### config.mk
export PLATFORM = sky130hd
export DESIGN_NAME = ahb_master_engine
export DESIGN_NICKNAME = d
export VERILOG_FILES = /design/src/rtl/ahb_master_pkg.sv /design/src/rtl/ahb_lane_align.sv /design/src/rtl/ahb_master_engine.sv
export SDC_FILE = /design/constraint.sdc
export NUM_CORES = 1
export LEC_CHECK = 0
export ABC_CLOCK_PERIOD_IN_PS = 5470
export CORE_AREA = 5 5 94 184
export CTS_CLUSTER_DIAMETER = 30
export CTS_CLUSTER_SIZE = 40
export DETAILED_ROUTE_END_ITERATION = 8
export DIE_AREA = 0 0 99 189
export PLACE_DENSITY = 0.69
export SLEW_MARGIN = 40
export SYNTH_ARGS = -nofsm -noshare
export SYNTH_HDL_FRONTEND = slang
export SYNTH_SLANG_ARGS = --single-unit
### constraint.sdc
create_clock -name clk -period 5.47 [get_ports clk]
set_clock_uncertainty 0.05 [all_clocks]
set_input_delay 1.094 -clock clk [delete_from_list [all_inputs] [get_ports clk]]
set_output_delay 1.094 -clock clk [all_outputs]
set_load 0.05 [all_outputs]
### src/rtl/ahb_master_pkg.sv
// Shared types and constants for the single-transfer AHB-Lite master engine.
package ahb_master_pkg;

   typedef enum logic [1:0] {
      TR_IDLE   = 2'b00,
      TR_NONSEQ = 2'b10
   } htrans_t;

   localparam logic [2:0] HSIZE_BYTE = 3'b000;
   localparam logic [2:0] HSIZE_HALF = 3'b001;
   localparam logic [2:0] HSIZE_WORD = 3'b010;

   localparam logic [1:0] MODE_IDLE  = 2'b00;
   localparam logic [1:0] MODE_READ  = 2'b01;
   localparam logic [1:0] MODE_WRITE = 2'b10;

   typedef enum logic [1:0] {
      S_IDLE = 2'b00,
      S_ADDR = 2'b01,
      S_DATA = 2'b10,
      S_ERR  = 2'b11
   } state_t;

   // size 11 is an alias for word
   function automatic logic [1:0] norm_size(input logic [1:0] size);
      return (size == 2'b11) ? 2'b10 : size;
   endfunction

endpackage

### src/rtl/ahb_lane_align.sv
// Byte-lane steering: replicates narrow write data across the bus and
// extracts/zero-extends narrow read data from the addressed lane.
module ahb_lane_align
   import ahb_master_pkg::*;
(
   input  logic [1:0]  size,
   input  logic [1:0]  addr_lo,
   input  logic [31:0] wdata,
   input  logic [31:0] hrdata,
   output logic [31:0] wdata_lanes,
   output logic [31:0] rdata_ext
);

   // write replication and read lane extraction
   always_comb begin
      wdata_lanes = wdata;
      rdata_ext   = hrdata;
      case ({1'b0, size})
         HSIZE_BYTE: begin
            wdata_lanes = {4{wdata[7:0]}};
            case (addr_lo)
               2'b00:   rdata_ext = {24'h00_0000, hrdata[7:0]};
               2'b01:   rdata_ext = {24'h00_0000, hrdata[15:8]};
               2'b10:   rdata_ext = {24'h00_0000, hrdata[23:16]};
               2'b11:   rdata_ext = {24'h00_0000, hrdata[31:24]};
               default: rdata_ext = 32'h0000_0000;
            endcase
         end
         HSIZE_HALF: begin
            wdata_lanes = {2{wdata[15:0]}};
            if (addr_lo[1]) begin
               rdata_ext = {16'h0000, hrdata[31:16]};
            end else begin
               rdata_ext = {16'h0000, hrdata[15:0]};
            end
         end
         default: begin
            wdata_lanes = wdata;
            rdata_ext   = hrdata;
         end
      endcase
   end

endmodule

### src/rtl/ahb_master_engine.sv
// Single-transfer AHB-Lite master: one NONSEQ per request, feedback pulse on completion.
// Optional wait-state timeout enabled by defining AHB_TIMEOUT_EN.
module ahb_master_engine
   import ahb_master_pkg::*;
#(
   parameter logic [31:0] BASE_ADDR0     = 32'h0000_0000,
   parameter logic [31:0] BASE_ADDR1     = 32'h0010_0000,
   parameter int          TIMEOUT_CYCLES = 16
)(
   input  logic        clk,
   input  logic        rst,
   input  logic [1:0]  mode,
   input  logic [19:0] pixNum,
   input  logic [31:0] wdata,
   input  logic [1:0]  size,
   input  logic        startAddr_sel,
   output logic [31:0] rdata,
   output logic        data_feedback,
   output logic        err,
   output logic        busy,
   output logic [31:0] HADDR,
   output logic [1:0]  HTRANS,
   output logic        HWRITE,
   output logic [2:0]  HSIZE,
   output logic [2:0]  HBURST,
   output logic [31:0] HWDATA,
   input  logic [31:0] HRDATA,
   input  logic        HREADY,
   input  logic        HRESP
);

   state_t      state;
   logic [1:0]  size_q;
   logic [31:0] wdata_q;
   logic [1:0]  sz_in;
   logic [31:0] addr_next;
   logic [31:0] wdata_lanes;
   logic [31:0] rdata_ext;
   logic        accept;
   logic        tmo_hit;

   assign HBURST = 3'b000;

   // request decode and address formation
   always_comb begin
      sz_in     = norm_size(size);
      addr_next = (startAddr_sel ? BASE_ADDR1 : BASE_ADDR0) + ({12'h000, pixNum} << sz_in);
      accept    = ((mode == MODE_READ) || (mode == MODE_WRITE)) && !data_feedback;
   end

   ahb_lane_align u_lane_align (
      .size        (size_q),
      .addr_lo     (HADDR[1:0]),
      .wdata       (wdata_q),
      .hrdata      (HRDATA),
      .wdata_lanes (wdata_lanes),
      .rdata_ext   (rdata_ext)
   );

`ifdef AHB_TIMEOUT_EN
   logic [15:0] tmo_cnt;

   assign tmo_hit = (state != S_IDLE) && !HREADY && (tmo_cnt == 16'(TIMEOUT_CYCLES - 1));

   // wait-state counter, cleared by any ready cycle
   always_ff @(posedge clk or posedge rst) begin
      if (rst) begin
         tmo_cnt <= 16'h0000;
      end else if ((state != S_IDLE) && !HREADY && !tmo_hit) begin
         tmo_cnt <= tmo_cnt + 16'h0001;
      end else begin
         tmo_cnt <= 16'h0000;
      end
   end
`else
   assign tmo_hit = 1'b0;
`endif

   // transfer FSM with registered bus and handshake outputs
   always_ff @(posedge clk or posedge rst) begin
      if (rst) begin
         state         <= S_IDLE;
         size_q        <= 2'b00;
         wdata_q       <= 32'h0000_0000;
         rdata         <= 32'h0000_0000;
         data_feedback <= 1'b0;
         err           <= 1'b0;
         busy          <= 1'b0;
         HADDR         <= 32'h0000_0000;
         HTRANS        <= TR_IDLE;
         HWRITE        <= 1'b0;
         HSIZE         <= 3'b000;
         HWDATA        <= 32'h0000_0000;
      end else begin
         data_feedback <= 1'b0;
         err           <= 1'b0;
         if (tmo_hit) begin
            HTRANS        <= TR_IDLE;
            data_feedback <= 1'b1;
            err           <= 1'b1;
            rdata         <= 32'h0000_0000;
            busy          <= 1'b0;
            state         <= S_IDLE;
         end else begin
            case (state)
               S_IDLE: begin
                  if (accept) begin
                     HADDR   <= addr_next;
                     HTRANS  <= TR_NONSEQ;
                     HWRITE  <= (mode == MODE_WRITE);
                     HSIZE   <= {1'b0, sz_in};
                     size_q  <= sz_in;
                     wdata_q <= wdata;
                     busy    <= 1'b1;
                     state   <= S_ADDR;
                  end
               end
               S_ADDR: begin
                  if (HREADY) begin
                     HTRANS <= TR_IDLE;
                     HWDATA <= HWRITE ? wdata_lanes : 32'h0000_0000;
                     state  <= S_DATA;
                  end
               end
               S_DATA: begin
                  if (HREADY) begin
                     // a one-cycle ERROR is still reported as an error completion
                     if (HRESP) begin
                        rdata <= 32'h0000_0000;
                        err   <= 1'b1;
                     end else if (!HWRITE) begin
                        rdata <= rdata_ext;
                     end
                     data_feedback <= 1'b1;
                     busy          <= 1'b0;
                     state         <= S_IDLE;
                  end else if (HRESP) begin
                     state <= S_ERR;
                  end
               end
               S_ERR: begin
                  if (HREADY) begin
                     rdata         <= 32'h0000_0000;
                     data_feedback <= 1'b1;
                     err           <= 1'b1;
                     busy          <= 1'b0;
                     state         <= S_IDLE;
                  end
               end
               default: begin
                  HTRANS <= TR_IDLE;
                  busy   <= 1'b0;
                  state  <= S_IDLE;
               end
            endcase
         end
      end
   end

endmodule
# Yosys cells after proc, flatten, opt, wreduce, memory -nomap -nowiden
# Cells that the tools add are included.
dict set report totals {
  out_inout_bits 108
  inputBits 93
  regBits 138
  elab_cells 74
}
dict set report classes {
  mux 28
  add_sub_neg 1
  n_reduce_logical 16
  n_shift 1
  n_eq_ne 17
}
# operator n
set op_table {}
lappend op_table {{32-bit one-hot mux with 2 select lines} 3}
lappend op_table {{32-bit 2-to-1 mux} 5}
lappend op_table {{32-bit one-hot mux with 4 select lines} 1}
lappend op_table {{21-bit by 32-bit adder with 32-bit output} 1}
lappend op_table {{20-bit by 2-bit left shift with 32-bit output} 1}
lappend op_table {{21-bit 2-to-1 mux} 1}
lappend op_table {{16-bit 2-to-1 mux} 1}
lappend op_table {{2-bit 2-to-1 mux} 7}
lappend op_table {{2-bit equality test, second input constant} 6}
lappend op_table {{2-bit by 1-bit equality test with 1-bit output, second input constant} 4}
lappend op_table {{2-bit inequality test, second input constant} 4}
lappend op_table {{2-bit one-hot mux with 4 select lines} 1}
lappend op_table {{4-bit AND reduction} 2}
lappend op_table {{2-bit logical NOT} 3}
lappend op_table {{1-bit 2-to-1 mux} 6}
lappend op_table {{3-bit inequality test, second input constant} 2}
lappend op_table {{3-bit AND reduction} 2}
lappend op_table {{2-bit nonzero test} 3}
lappend op_table {{1-bit one-hot mux with 2 select lines} 2}
lappend op_table {{2-bit one-hot mux with 2 select lines} 1}
lappend op_table {{2-bit AND reduction} 2}
lappend op_table {{2-bit by 1-bit inequality test with 1-bit output, second input constant} 1}
lappend op_table {{2-bit OR reduction} 1}
lappend op_table {{1-bit logical AND} 1}
lappend op_table {{2 further kinds} 2}

# Longest topological paths before layout
dict set report depth {
  word_depth 7
  ltp_mapped 8
  depth_no_buf 6
}

# Hierarchy
# From an unflattened synthesis, not the netlist that was laid out.
dict set report hier_totals {
  cells_unflattened 748
  area_unflattened_um2 6874.1
}
# module area_per_inst_um2 seq_area_each_um2 cells_each n_inst
set modules_own_cells {}
lappend modules_own_cells {ahb_master_engine 5766.8 3228.1 590 1}
lappend modules_own_cells {ahb_lane_align 1107.3 0.0 158 1}

# Worst setup path before layout
# OpenSTA, ideal clock, no wires.
dict set report synth_timing {
  path_kind {input -> register}
  start {input mode[0]}
  end {register HADDR[1]}
  setup_time_ns 0.085
  arrival_time_ns 2.404
  required_time_ns 5.335
  path_buffers 1
  path_slack_ns 2.931
  cell_stages 6
  cell_sequence {inv_1 ha_1 or4_4 buf_6 or3_1 o21ai_0}
}
dict set report synth_via {
  elab_chain_len 4
  elab_cells_between_ends 5
  classes_between {2 x eq/ne; 3 x reduce/logical}
}
# item line_no
set synth_lines {}
lappend synth_lines {{from (decl)} ahb_master_engine.sv:12} ;# input logic [1:0] mode,
lappend synth_lines {{2-bit by 1-bit equality test with 1-bit output / 2-bit equality test (equally long branches)} ahb_master_engine.sv:48} ;# accept = ((mode == MODE_READ) || (mode == MODE_WRITE)) && !data_feedback;
lappend synth_lines {{1-bit logical OR (*)} ahb_master_engine.sv:48}
lappend synth_lines {{1-bit logical AND (*)} ahb_master_engine.sv:48}
lappend synth_lines {{2-bit AND reduction (no line) (*)} -}
lappend synth_lines {{to (signal assigned)} ahb_master_engine.sv:108} ;# HADDR <= addr_next;
lappend synth_lines {{to (decl)} ahb_master_engine.sv:21} ;# output logic [31:0] HADDR,
# Mark *: on every way between the ends. The rest lies on a longest branch, timed or not.
# A chain may end at the register's enable or synchronous reset.

# Worst setup path in the final report
dict set report layout_timing {
  start {register HADDR[1]}
  end {output HADDR[1]}
}
# No word-level cell between the ends.

==> run summary <==
The portion of the post-synthesis area used by sequential elements was 52.7%; the top-level port count was 201. Cell area after placement: 8070 µm². The worst hold path belongs to the class reg -> reg. Detailed placement ended at an HPWL of 13800 µm.

In this run the critical register-to-register path is launched from HWRITE$_DFFE_PP0P_. For the number of global-route vias before repair, the log shows 5398. In this run the static leakage power is 0.00392 µW. The logs give 15700 µm² for the area of the core and 0 for the number of hold buffers added after cts. The net total in the final layout came out at 904. After detailed routing, the number of vias per cell comes to 5.21. Startpoint class of the critical path: a flop. Worst slew margin relative to its limit: 49.0%.

The initial antenna violation count is 1, and the arrival time of the worst setup path is 2.01 ns. The post-synthesis sequential element count came out at 129. By area the synthesized netlist is led by dfrtp_1, nand2_1, a22o_1, mux2i_1, o21ai_0.

Clock tree synthesis selected as its root buffer the cell clkbuf_16. The ratio of cells with drive above 1 in the final layout is 6.72%. Max-slew violation count: 0. The tools report the critical path launch point as HADDR[1]$_DFFE_PP0P_. After routing, the total negative slack on setup checks comes to 0 ns. Total power for the finished layout comes to 5720 µW. The total vias in the final route was 5322. The signal on the critical path passes through clkdlybuf4s50_1. The cell taking the most area after synthesis was dfrtp_1. The clock reaches the later pin of the worst-skew pair after 0.40 ns.

The first routing iteration left 234 violations. The final setup slack of the worst path came out at 2.31 ns. Of all nets on the critical path, the largest fanout is 26.

Synthesis produced 645 cells. Global routing used 19.6% of the available tracks. For the area of the die, the log shows 18700 µm².

The floorplan has 65 rows. In this run the horizontal extent of the chip is 99 µm. The final antenna-violating net count is 0, and the maximum number of pins on one net before global-route repair is 97.

The highest achievable clock rate is 317 MHz, and the post-CTS setup buffer count is 0. The cell depth of the worst flop-to-flop path is 4. The worst-case IR drop observed on VDD is 0.390 mV.

The first-pass GRT wire length was 28900 µm; the initial core utilization was 39.0%. The pre-CTS worst setup slack was 2.04 ns. The nature of the critical path endpoint is an output pin. During synthesis, Yosys emitted a total of 0 warnings.

The flow ran to the end, and the final reports show no timing, DRC or antenna violations. The final hold violation count was 0; the total of endpoints with negative setup slack in the final report was 0. The number of levels in the clock H-tree was 4. The number of gates resized after CTS was 0. The finished cells cover 8700 µm². Counting along the longest clock path gives a buffer depth of 2. After detailed routing, the number of remaining DRC violations is 0.

Number of sinks on the clock net: 129. At the worst endpoint, the required time is 4.33 ns. The quantity of I/O buffers inserted on ports works out to 187.

The minimum clock period after layout came out at 3.16 ns. The cell type group with the largest total delay on the critical path was buffers and inverters. For the distinct cell type count of the synthesized netlist, the log shows 34. TritonCTS built the clock tree. Summed over all layers, the global routing overflow is 0. For this design the ratio of total power to cell area is 658 nW/µm².

In this run the cell area of the synthesized design comes to 6130 µm². By startpoint and endpoint, the worst setup path is classified as reg -> out. Setup repair after global routing left no endpoint under its margin. At the end of routability-driven placement, the weighted congestion stood at 0.854. The run gives 17 as the number of clock buffers inserted by TritonCTS.

The final core area utilization was 55.4%. In this run the most critical hold path is launched from wdata_q[29]$_DFFE_PP0P_. For the pin with the worst max-slew slack, the measured transition is 0.765 ns. The average detailed-routed wire length per instance was 18.0 µm.

The cell depth of the worst setup path works out to 1. The total wirelength of the detailed-routed design was 18400 µm. On the critical path, the stage with the largest delay is an instance of clkdlybuf4s50_1. Max-cap violations in this run came to 0. After layout, the worst path uses 57.7% of the clock period. Measured along the y axis, the die boundary spans 189 µm. The sum of buffers and inverters on the critical path is 1, and the mean instance size in the synthesized netlist is 9.50 µm². The clock-pin transition on the worst setup and hold timing paths is 0.06 ns. From synthesis to final layout, the design area changed by 42.0%. The cell depth of the worst hold path was 2. Of the post-synthesis cell area, the dominant cell type holds 52.7%.

The delay contributed by the slowest stage of the critical path came out at 0.90 ns. The detailed-routing iteration count for the pre-antenna-repair pass is 5.
area by class of cell:
class	instances	area, µm²
inverters	7	33.8
diodes	1	2.50
flip-flops and latches	129	3230
well taps	201	251
clock inverters	12	184
clock buffers	18	439
fillers	1364	7000
repair buffers	194	1920
multi-input cells	459	2630
synth_stat cells:
cell and n:
a21o_1 2, or3_1 1, nand2_1 172, a32oi_1 1
or4_4 1, o211ai_1 2, o21ai_0 41, a21oi_1 27
conb_1 1, nor4_4 1, ha_1 3, mux4_2 1
a22o_1 45, clkinv_1 1, mux2_2 8, mux2i_1 33
a32o_1 7, buf_2 8, nor2b_1 18, inv_1 6
buf_4 15, nor2_1 36, nand3_1 5, and2_1 3
nand2b_1 14, buf_6 1, o22ai_1 6, o31ai_1 16
nor4_1 1, nand3b_1 1, clkbuf_1 36, nor3_1 1
dfrtp_1 129, buf_1 2
logic make-up after synthesis:
| family | count (synthesis) | share of synthesized area [%] |
|---|---|---|
| fa+ha+maj | 3 | 0.613 |
| compound gates | 147 | 16.3 |
| other cells | 1 | 0.0612 |
| mux | 42 | 7.23 |
| simple gates | 254 | 17.7 |
| flops | 129 | 52.7 |
| buf+inv | 69 | 5.43 |
path summary, 6_finish.rpt:
check                           slack (ns)                       to
worst max-delay path                  2.31                 HADDR[1]
worst min-delay path                  0.42  wdata_q[29]$_DFFE_PP0P_
worst max register to register        3.35    rdata[27]$_DFFE_PP0P_
worst min register to register        0.42  wdata_q[29]$_DFFE_PP0P_
max in group asynchronous             3.27   HWDATA[11]$_DFFE_PP0P_
min in group asynchronous             1.16  data_feedback$_DFF_PP0_
layout by cell type, fill, tap and decap left out, types with 2 or more instances in the layout:
master           Yosys  final
bufinv_16            0      4
clkdlybuf4s50_1      0    187
a21oi_1             27     27
mux2i_1             33     33
o21ai_0             41     41
a32o_1               7      7
clkbuf_16            0     17
nand2_1            172    172
ha_1                 3      3
inv_6                0      2
nor2_1              36     36
o22ai_1              6      6
inv_1                6      5
mux2_2               8      8
nor2b_1             18     18
dfrtp_1            129    126
a22o_1              45     45
clkinvlp_4           0      2
o31ai_1             16     16
o211ai_1             2      2
dfrtp_2              0      3
nand3_1              5      4
nand2b_1            14     14
conb_1               1     13
buf_4               15      7
and2_1               3      3
clkinv_4             0      3
sequential cells by signal, indices dropped and copies added (netlist names):
signal         cells
HWRITE             1
data_feedback      1
busy               1
wdata_q           32
state              2
err                1
rdata             32
HWDATA            32
HTRANS             1
HADDR             24
size_q             2
routing by layer:
metal | up-vias | track usage [%] | routed length (µm)
li1 | 2508 | - | -
met1 | 2564 | 20.5 | 6560
met2 | 213 | 35.5 | 9830
met3 | 37 | 4.72 | 1160
met4 | 0 | 10.2 | 808
met5 | - | 0 | 0
worst min-delay path, delay by kind of cell, from the launching register on:
kind | cells | cell delay [ns]
flip-flops | 1 | 0.34
AND/OR/NAND/NOR | 2 | 0.10
power breakdown:
part           switching [µW]  leakage (µW)  internal, µW  total, µW
combinational            1840       0.00193           967       2810
sequential                358       0.00169          1370       1720
clock                     415      0.000299           774       1190
total                    2620       0.00392          3110       5720
through the flow:
stage	hold slack (ns)	std cells
6_report	0.423	1021
5_1_grt	0.447	1021
3_3_place_gp	0.412	990
3_5_place_dp	0.411	990
4_1_cts	0.428	1020
2_1_floorplan	0.395	657
Power figures use the tool's default switching activity.
==> RTL change 1: new RTL, config.mk and constraints unchanged <==
Build with the macro `AHB_TIMEOUT_EN` defined.
--- a/src/rtl/ahb_master_engine.sv
+++ b/src/rtl/ahb_master_engine.sv
@@ -1,4 +1,6 @@
 // Single-transfer AHB-Lite master: one NONSEQ per request, feedback pulse on completion.
 // Optional wait-state timeout enabled by defining AHB_TIMEOUT_EN.
+`define AHB_TIMEOUT_EN
+
 module ahb_master_engine
    import ahb_master_pkg::*;
Behaviour: no difference found for any inputs over 4 cycles, from zero or initial values and one cycle with rst high; that may be too few to reach the edited logic, so the function may still have changed.
==> RTL change 1 against the original RTL <==
  * Sequential cell count grew 16
  * Routed wire length rose by 3.8%
  * Global-route usage grew 0.72 points
  * Count of clock-buffer cells in the layout is 1 lower
  * Power up 1.5%
  * Hold slack gained 0.0035 ns
  * Synthesized area rose by 12%
  * Via count is 3.6% higher
  * Setup slack got worse by 0.24 ns
  * Clock power down 5%
  * Final area increased by 8.3%
  * Highest routed layer unchanged
==> RTL change 1: results (changes against the original RTL) <==
grt_pass1_wl_mm: 30.1  # +4.1%
buffer_area_frac: 0.206  # -0.0156
outcome: "complete, no violations"
leakagePower_uw: 0.00400  # +2.3%
drive_gt1_frac: 0.0955  # +0.0284
grt_pass1_vias: 5661  # +4.9%
grt_usage: 0.203  # +0.00720
synth_top_cells_by_area: "dfrtp_1, mux2i_1, a22o_1"
drtPass1Iterations: 4  # -1
place_ws_ns: 2.08  # +0.0390 ns
fillers: 1301  # -4.6%
multi_input_area_share: 0.316  # +0.0136
crit_end: "HWRITE"
gp_congestion: 0.862  # +0.94%
place_hpwl_mm: 14.0  # +1.7%
nets: 911  # +0.77%
crit_path_start: "HWRITE"
cp_slowest_stage_delay_ns: 0.97  # +0.07 ns
fmax_mhz: 295  # -7.0%
r2r_slack_ns: 3.30  # -0.05 ns
seqPwrFrac: 0.319  # +0.018
drtIter0Drc: 168  # -28%
synth_common_cells: "dfrtp_1, nand2_1, nor2_1, mux2i_1, a21oi_1"
inv_count: 9  # +2
grt_max_degree: 115  # +19%
final_cell_area_sq_um: 9420  # +8.3%
multi_input_cells: 447  # -2.6%
## RTL change 1: changes by cell type after synthesis, sizes merged, moves of 14 or more
cell,delta
nand2,-98
mux2,+29
nor2,+24
clkbuf,-18
mux2i,+18
dfrtp,+16
nor2b,-16
o2bb2ai,+16
o31ai,-14
## RTL change 1: cells by family after synthesis
family | synth area share
XOR/XNOR | 0.0178
flip-flops | 0.527
AO/OA/AOI/OAI | 0.145
adder cells (fa/ha/maj) | 0.00727
AND/OR/NAND/NOR | 0.118
other | 0.000545
multiplexers | 0.135
buffers and inverters | 0.0492
## RTL change 1: per-stage QoR
step / instances / power (uW) / util
floorplan: 656 / 3740 / -
global placement: 995 / 4640 / 0.561
detailed placement: 996 / 4720 / 0.563
CTS: 1028 / 5860 / 0.600
global route: 1029 / 6100 / 0.600
finish: 1029 / 5810 / 0.600
## RTL change 1: worst min-delay path: stages, from the launching register on
cell	delay (ns)
dfrtp_1	0.34
nand2_1	0.04
o21ai_0	0.06
## RTL change 1: how the worst min path moves through the flow
stage                            end  depth (start not counted)       start  slack (ns)
after floorplan           tmo_cnt[0]                          1  tmo_cnt[0]        0.38
final                       HADDR[6]                          2    HADDR[6]        0.43
after detailed placement  tmo_cnt[0]                          1  tmo_cnt[0]        0.41
after global placement    tmo_cnt[0]                          1  tmo_cnt[0]        0.40
after global routing      tmo_cnt[0]                          1  tmo_cnt[0]        0.44
after CTS                 tmo_cnt[0]                          1  tmo_cnt[0]        0.43
## RTL change 1: routing by layer
layer  GRT usage  part of all wire  vias up  wire [um]
met3      0.0350             0.048       41        918
met1       0.231              0.37     2699       7000
met2       0.363              0.54      185      10400
met4      0.0963             0.040        0        771
met5           0                 0        -          0
li1            -                 -     2588          -
==> RTL change 2: new RTL, same flow settings <==
Made on the original files. Register the input `mode` before use. The logic sees it one clock later. The other inputs are not delayed to match.
--- a/src/rtl/ahb_master_engine.sv
+++ b/src/rtl/ahb_master_engine.sv
@@ -30,4 +30,10 @@
 );
 
+   logic [1:0] mode_q;
+
+   always_ff @(posedge clk) begin
+      mode_q <= mode;
+   end
+
    state_t      state;
    logic [1:0]  size_q;
@@ -46,5 +52,5 @@
       sz_in     = norm_size(size);
       addr_next = (startAddr_sel ? BASE_ADDR1 : BASE_ADDR0) + ({12'h000, pixNum} << sz_in);
-      accept    = ((mode == MODE_READ) || (mode == MODE_WRITE)) && !data_feedback;
+      accept    = ((mode_q == MODE_READ) || (mode_q == MODE_WRITE)) && !data_feedback;
    end
 
@@ -108,5 +114,5 @@
                      HADDR   <= addr_next;
                      HTRANS  <= TR_NONSEQ;
-                     HWRITE  <= (mode == MODE_WRITE);
+                     HWRITE  <= (mode_q == MODE_WRITE);
                      HSIZE   <= {1'b0, sz_in};
                      size_q  <= sz_in;
Check against the original RTL: not equivalent (a bounded check fails within 4 cycles, from zero or initial values and one cycle with rst high).
==> RTL change 2 against the original RTL <==
  * Synthesized cell count rose by 0.31%
  * First-iteration DRC count grew 22%
  * Routed wire length rose by 0.69%
  * Hold slack improved by 0.00098 ns
  * Setup slack got worse by 0.031 ns
  * Non-clock buffer count is 1 higher
  * Sequential cell count up 2
  * Power is 1.3% lower
  * Count of clock-buffer cells in the layout down 1
  * Final area up 0.47%
  * Synthesized area increased by 0.43%
  * Via count fell by 0.85%
==> RTL change 2: results (changes against the original RTL) <==
clock_latency_ns: 0.41
portBuffers: 187  # unchanged
ys.flop_type: "dfrtp_1"
place_ws_ns: 2.27  # +0.234 ns
cp_slowest_stage_delay_ns: 0.91
tightest_slew_ns: 0.706  # -0.0590 ns
drtIter0Drc: 285  # +22%
use_met3: 0.0701  # +0.0229
drive_gt1_frac: 0.0683  # +0.00114
critPathArrivalTime_ns: 2.05  # +0.04 ns
drt_wl_total_mm: 18.5  # +0.69%
leakagePower_uw: 0.00394  # +0.63%
dp_cells: 991  # +0.10%
synth_top_cells_by_area: "dfrtp_1, nand2_1, a22o_1"
wire_per_inst_um: 18.1  # +0.69%
cts_buffer_depth: 2  # unchanged
grt_max_degree: 72  # -26%
drtPass1Iterations: 4  # -1
place_hpwl_mm: 13.6  # -1.4%
nets: 905  # +0.11%
r2r_slack_ns: 2.86  # -0.49 ns
synth_cell_types: 31  # -8.8%
ys_warn_count: 0  # unchanged
synth_seq_area_share: 0.531  # +0.00426
synthArstFlopShare: 0.985  # -0.0153
cts_setup_buffers: 0  # unchanged
ir_drop_v: 0.000283  # -27%
critPathTopFamily: "buffers and inverters"
largestRegisters: "HWDATA x32, rdata x32, wdata_q x32"
synth_common_cells: "nand2_1, dfrtp_1, a22o_1, o21ai_0, nor2_1"
root_buffer: "clkbuf_16"
clk_pin_slew_ns: 0.06  # about the same
cts-resized-gates: 0  # unchanged
slowest_stage: "clkdlybuf4s50_1"
cts_made_buffers: 17  # unchanged
outcome: "complete, no violations"
fillers: 1375  # +0.81%
cts_max_level: 4  # unchanged
vias: 5277  # -0.85%
antenna_found_initial: 0  # -1
syn-instance-count: 647  # +0.31%
gr-usage-met1: 0.212  # +0.00736
grt_pass1_wl_mm: 29.5  # +2.2%
grt_usage: 0.200  # +0.00453
antenna_cells: 0  # -1
grtUsageMet2: 0.347  # -0.00855
hold_class: "flip-flop to flip-flop"
gp_congestion: 0.832  # -2.7%
grt_pass1_vias: 5515  # +2.2%
cp_max_fo: 29  # +12%
fmax_mhz: 314  # -0.98%
-- RTL change 2: where the power goes --
part,internal (uW),switching [uW],leakage [uW]
Sequential,1370,337,0.00170
Combinational,938,1770,0.00194
Clock,805,425,0.000305
Total,3110,2540,0.00394
-- RTL change 2: kinds of logic after synthesis --
family,synth area share
AND/OR/NAND/NOR,0.171
AO/OA/AOI/OAI,0.167
flip-flops,0.531
buffers and inverters,0.0557
multiplexers,0.0683
adder cells (fa/ha/maj),0.00610
other,0.000609
-- RTL change 2: worst register-to-register path, cell delays in order (launching register included) --
cell	delay, ns
dfxtp_1	0.30
inv_1	0.04
ha_1	0.33
or4_2	0.83
buf_4	0.39
or3_1	0.49
o21ai_0	0.09
-- RTL change 2: final timing paths --
check | from | end | cells past startpoint
max in group asynchronous | rst | HWRITE | 3
min in group asynchronous | rst | HWDATA[31] | 2
max | HADDR[1] | HADDR[1] | 1
min reg2reg | wdata_q[22] | wdata_q[22] | 2
max reg2reg | mode_q[0] | HADDR[1] | 6
min | wdata_q[22] | wdata_q[22] | 2
-- RTL change 2: final cells by class --
class	count	area [sq um]	area share
sequential	131	3270	0.374
clock buffer	17	425	0.0487
tap	201	251	0.0288
inverter	8	35.0	0.00401
multi-input combinational	456	2620	0.300
timing repair buffer	195	1930	0.220
clock inverter	13	210	0.0240
-- RTL change 2: stage by stage --
stage          hold slack [ns]  cell area [sq um]
2_1_floorplan            0.395               6200
3_3_place_gp             0.412               8090
3_5_place_dp             0.413               8100
4_1_cts                  0.427               8730
5_1_grt                  0.448               8740
6_report                 0.424               8740
-- RTL change 2: routing by layer --
layer / vias to the layer above / wire (um)
met5: - / 0
met4: 0 / 895
met3: 43 / 1390
met2: 205 / 9490
met1: 2519 / 6700
li1: 2510 / -
